--- src/rtl/store_execution.sv ---
// rtl/store_execution.sv - STORE executor: fetches vector tiles from the buffer controller and
// streams them byte by byte to DRAM starting at a latched base address.
module store_execution #(
  parameter int DATA_WIDTH = 8,
  parameter int TILE_WIDTH = 256,
  parameter int TILE_ELEMS = TILE_WIDTH / DATA_WIDTH,
  parameter int ADDR_WIDTH = 24
) (
  input  logic                                        clk,
  input  logic                                        rst,
  input  logic                                        start,
  input  logic [4:0]                                  opcode,
  input  logic [4:0]                                  src_buffer_id,
  input  logic [9:0]                                  length,
  input  logic [ADDR_WIDTH-1:0]                       addr,
  output logic                                        done,
  output logic                                        vec_read_enable,
  output logic [4:0]                                  vec_read_buffer_id,
  input  logic signed [TILE_ELEMS-1:0][DATA_WIDTH-1:0] vec_read_tile,
  input  logic                                        vec_read_valid,
  output logic                                        mem_wr_valid,
  input  logic                                        mem_wr_ready,
  output logic [ADDR_WIDTH-1:0]                       mem_wr_addr,
  output logic [DATA_WIDTH-1:0]                       mem_wr_data
);

  localparam int TIDX_W = $clog2(TILE_ELEMS);
  localparam logic [4:0] OP_STORE = 5'h03;
  localparam logic [TIDX_W-1:0] LAST_TIDX = TIDX_W'(TILE_ELEMS - 1);

  typedef enum logic [2:0] {
    IDLE,
    REQ_TILE,
    WAIT_TILE,
    WRITE,
    COMPLETE
  } state_t;

  state_t state, state_n;

  logic [4:0]                            buf_id_q;
  logic [9:0]                            length_q;
  logic [ADDR_WIDTH-1:0]                 addr_q;
  logic [9:0]                            elem_idx;
  logic [TIDX_W-1:0]                     tile_idx;
  logic [TILE_ELEMS-1:0][DATA_WIDTH-1:0] tile_q;
  logic                                  last_elem;

  assign last_elem          = (elem_idx + 10'd1) == length_q;
  assign vec_read_buffer_id = buf_id_q;

  always_ff @(posedge clk or posedge rst) begin
    if (rst) begin
      state <= IDLE;
    end else begin
      state <= state_n;
    end
  end

  // Datapath registers; the decision to run is made from the live inputs in IDLE,
  // everything used afterwards comes from the latched copies.
  always_ff @(posedge clk or posedge rst) begin
    if (rst) begin
      done     <= 1'b0;
      buf_id_q <= '0;
      length_q <= '0;
      addr_q   <= '0;
      elem_idx <= '0;
      tile_idx <= '0;
      tile_q   <= '0;
    end else begin
      done <= (state == COMPLETE);
      case (state)
        IDLE: begin
          if (start) begin
            buf_id_q <= src_buffer_id;
            length_q <= length;
            addr_q   <= addr;
            elem_idx <= '0;
            tile_idx <= '0;
          end
        end
        WAIT_TILE: begin
          if (vec_read_valid) begin
            tile_q <= vec_read_tile;
          end
        end
        WRITE: begin
          if (mem_wr_ready) begin
            elem_idx <= elem_idx + 10'd1;
            tile_idx <= tile_idx + 1'b1;
          end
        end
        default: ;
      endcase
    end
  end

  always_comb begin
    state_n         = state;
    vec_read_enable = 1'b0;
    mem_wr_valid    = 1'b0;
    mem_wr_addr     = '0;
    mem_wr_data     = '0;
    case (state)
      IDLE: begin
        if (start) begin
          state_n = (opcode == OP_STORE && length != 10'd0) ? REQ_TILE : COMPLETE;
        end
      end
      REQ_TILE: begin
        vec_read_enable = 1'b1;
        state_n         = WAIT_TILE;
      end
      WAIT_TILE: begin
        if (vec_read_valid) begin
          state_n = WRITE;
        end
      end
      WRITE: begin
        mem_wr_valid = 1'b1;
        mem_wr_addr  = addr_q + ADDR_WIDTH'(elem_idx);
        mem_wr_data  = tile_q[tile_idx];
        if (mem_wr_ready) begin
          if (last_elem) begin
            state_n = COMPLETE;
          end else if (tile_idx == LAST_TIDX) begin
            state_n = REQ_TILE;
          end
        end
      end
      COMPLETE: begin
        state_n = IDLE;
      end
      default: begin
        state_n = IDLE;
      end
    endcase
  end

endmodule
--- config.mk ---
export PLATFORM = sky130hd
export DESIGN_NAME = store_execution
export DESIGN_NICKNAME = d
export VERILOG_FILES = /design/src/rtl/store_execution.sv
export SDC_FILE = /design/constraint.sdc
export NUM_CORES = 1
export LEC_CHECK = 0
export ABC_AREA = 1
export CAP_MARGIN = 10
export CORE_ASPECT_RATIO = 0.6
export CORE_MARGIN = 3
export CORE_UTILIZATION = 60
export DETAILED_ROUTE_END_ITERATION = 8
export DONT_BUFFER_PORTS = 1
export PLACE_DENSITY_LB_ADDON = 0.1
export SLEW_MARGIN = 20
export SYNTH_ARGS = -nofsm -noshare
export SYNTH_HDL_FRONTEND = slang
export SYNTH_SLANG_ARGS = --single-unit
--- constraint.sdc ---
create_clock -name clk -period 15 [get_ports clk]
set_input_delay 4.5 -clock clk [delete_from_list [all_inputs] [get_ports clk]]
set_output_delay 4.5 -clock clk [all_outputs]
set_load 0.02 [all_outputs]
==> impl_metrics.py <==
metrics = {
    "yosys": {
        "synth.avg_cell_area_um2": 10.1,
        "syn_inst": 1517,
        "synth_flop_cell": "dfrtp_1",
        "synth_top_cells_by_count": "dfrtp_1, mux2_2, nand2_1, nor2_1, o21ai_0",
        "synth_edf_count": 0,
        "synth_top_area_share_pct": 51.4,
        "synth_seq_area_share_pct": 51.4,
        "synth_cell_types": 44,
        "ys_ff_latch": 314,
        "yosysTopAreaCell": "dfrtp_1",
        "yosysMostFrequentCell": "dfrtp_1",
        "syn_nets": 1836,
        "syn_area_um2": 15300,
        "async_flop_share_pct": 100,
        "yosys_warnings": 0,
        "synth_area_leaders": "dfrtp_1, mux2_2, o21ai_0",
    },
    "clock_tree": {
        "clkSinkCount": 314,
        "cts_buffers": 29,
        "clk_latency_ns": 0.56,
        "h-tree-depth": 1,
        "clkSlewWorstSetupHoldPaths_ns": 0.07,
        "cts_tree": "done",
        "post_cts_buffers": 0,
        "cts_root_buf": "clkbuf_16",
        "hold_buffers": 0,
        "cts_resized": 0,
        "ctsLongestPathBuffers": 3,
    },
    "worst_setup_path": {
        "start_kind": "flip-flop",
        "critPathKind": "reg2out",
        "crit_required_ns": 10.50,
        "arrival_ns": 3.60,
        "endpoint_kind": "output port",
        "rr_worst_depth": 5,
        "crit_path_max_fanout": 63,
    },
    "timing": {
        "finClkSkew_ns": 0.0190,
        "worst-slew-pin-transition_ns": 1.21,
        "final_max_slew_viol_count": 0,
        "period_share_pct": 54.0,
        "setup_ws_ns": 6.90,
        "holdWs_ns": 0.490,
        "hold_viol_final": 0,
        "post-route-min-period_ns": 8.10,
        "rsz0062_at_grt": "no",
        "relSlewSlack_pct": 19.4,
        "fmax_mhz": 124,
        "tns_ns": 0,
        "setup_viol": 0,
    },
    "route": {
        "drc": 0,
        "ant_nets": 0,
        "wl_um": 42400,
        "num_vias": 11400,
        "first_pass_iters": 5,
        "first_iter_violations": 1109,
        "vias_per_cell": 6.25,
        "wl_per_cell_um": 23.3,
    },
    "power": {
        "powerDensity_nw_per_um2": 190,
        "p_sw_uw": 961,
        "p_sw_share_pct": 30.7,
        "irDropWorstVdd_v": 0.000105,
        "power_frac_seq_pct": 48.0,
        "power.share.combinational_pct": 26.4,
        "clkPwrFrac_pct": 25.6,
        "p_leak_nw": 7.25,
        "p_int_mw": 2.17,
    },
    "floorplanning": {
        "rows": 44,
        "die_w_um": 212,
        "start_util_pct": 62.1,
        "dieHeight_um": 130,
        "core_area_um2": 24600,
        "dieArea_um2": 27500,
        "io_pins": 345,
    },
    "job": {
        "maxCapViolCount": 0,
    },
    "global_routing": {
        "overflow": 0,
        "grt_usage_pct": 30.0,
        "grt_pass1_wl_um": 63300,
        "antenna_found_initial": 24,
        "grt_max_degree": 193,
        "grt_pass1_vias": 10700,
    },
    "layout": {
        "nets": 1784,
        "fill_cells": 1965,
        "area_delta_synth_final_pct": 7.53,
        "layout-drive-gt1-share_pct": 21.9,
        "stdcell_count": 1821,
        "regArea_um2": 7860,
        "multi_input_area_um2": 6780,
    },
    "min_path": {
        "whs_path_depth": 2,
        "hp-class": "reg2reg",
    },
    "placement": {
        "place_hpwl_um": 29200,
        "pre_cts_ws_ns": 7.52,
        "gp_congestion": 0.897,
        "dp.cells": 1756,
        "io_buffers": 0,
    },
    "status": {
        "status": "completed",
    },
}
## power by group through the flow
stage               clock (mW)  sequential, mW  combinational [mW]
finish                   0.802            1.50               0.825
global route             0.847            1.54               0.922
CTS                      0.809            1.49               0.825
detailed placement           0            1.50               0.819
global placement             0            1.50               0.790
floorplan                    0            1.42               0.691
## worst paths after layout
check	startpoint	to	slack [ns]
max	tile_idx[0]$_DFFE_PP0P_	mem_wr_data[6]	6.90
min	addr_q[9]$_DFFE_PP0P_	addr_q[9]$_DFFE_PP0P_	0.49
max reg2reg	state[1]$_DFFE_PP0P_	tile_q[157]$_DFFE_PP0P_	11.86
min reg2reg	addr_q[9]$_DFFE_PP0P_	addr_q[9]$_DFFE_PP0P_	0.49
max in group asynchronous	rst	tile_q[0]$_DFFE_PP0P_	9.48
min in group asynchronous	rst	vec_read_buffer_id[3]$_DFFE_PP0P_	3.97
## placed cells by master (no fill, tap or decap), types with 2 or more instances in the layout
cell	instances
dfrtp_1	312
mux2_2	243
nand2_1	203
nor2_1	182
o21ai_0	174
nand3_1	61
inv_1	51
a21oi_1	51
o221ai_1	48
clkbuf_16	29
ha_1	13
diode_2	12
a31oi_1	10
o22ai_1	10
buf_4	9
clkbuf_8	7
mux2_1	6
clkbuf_1	6
nand4_1	5
bufinv_16	5
nor2_2	4
nor3_1	4
xor2_1	4
xnor2_1	4
clkinv_2	4
inv_2	3
o21ai_1	3
nor4_1	3
nand2_2	3
nor2_4	2
and2_1	2
clkinv_1	2
nand3_2	2
buf_12	2
## critical path, cell delays in order, from the launching register on
cell      delay (ns)
dfrtp_4         0.65
inv_4           0.51
buf_4           0.60
o21ai_0         0.18
o221ai_1        0.22
nand3_1         0.14
nand3_1         0.17
nand2_1         0.08
a21oi_1         0.45
## flip-flops by register name, indices dropped and copies added (netlist names)
| signal | flops |
|---|---|
| addr_q | 24 |
| done | 1 |
| elem_idx | 10 |
| length_q | 10 |
| state | 3 |
| tile_idx | 5 |
| tile_q | 256 |
| vec_read_buffer_id | 5 |
## cells by family (layout without fill, tap and decap cells)
group	Yosys count	in the layout	synth area share (%)
fa+ha+maj	14	14	1.19
flops	314	314	51.4
compound gates	303	303	11.4
other cells	0	12	0
mux	249	249	18.3
simple gates	477	477	12.8
xor+xnor	8	8	0.458
buf+inv	152	122	4.40
## stage by stage
step	total power [mW]	instance area, um2	util, %
after floorplan	2.11	15300	-
after global placement	2.29	15400	62.5
after detailed placement	2.32	15400	62.5
after CTS	3.13	16400	66.7
after global routing	3.31	16400	66.8
final	3.13	16400	66.8
## final cells by class
class / count / share of cell area (%)
antenna: 12 / 0.183
clock buffer: 42 / 5.14
clock inverter: 11 / 1.13
inverter: 58 / 1.38
multi-input combinational: 1051 / 41.2
sequential: 314 / 47.8
tap: 322 / 2.45
timing repair buffer: 11 / 0.654
## routing by layer
| metal | share of wire (%) | GRT usage, % | up-vias |
|---|---|---|---|
| li1 | - | - | 5164 |
| met1 | 45 | 46.2 | 5635 |
| met2 | 42 | 41.4 | 479 |
| met3 | 10 | 8.98 | 83 |
| met4 | 1.9 | 7.44 | 28 |
| met5 | 0.42 | 0 | - |
Note: power is estimated with default switching activity, not from simulation.
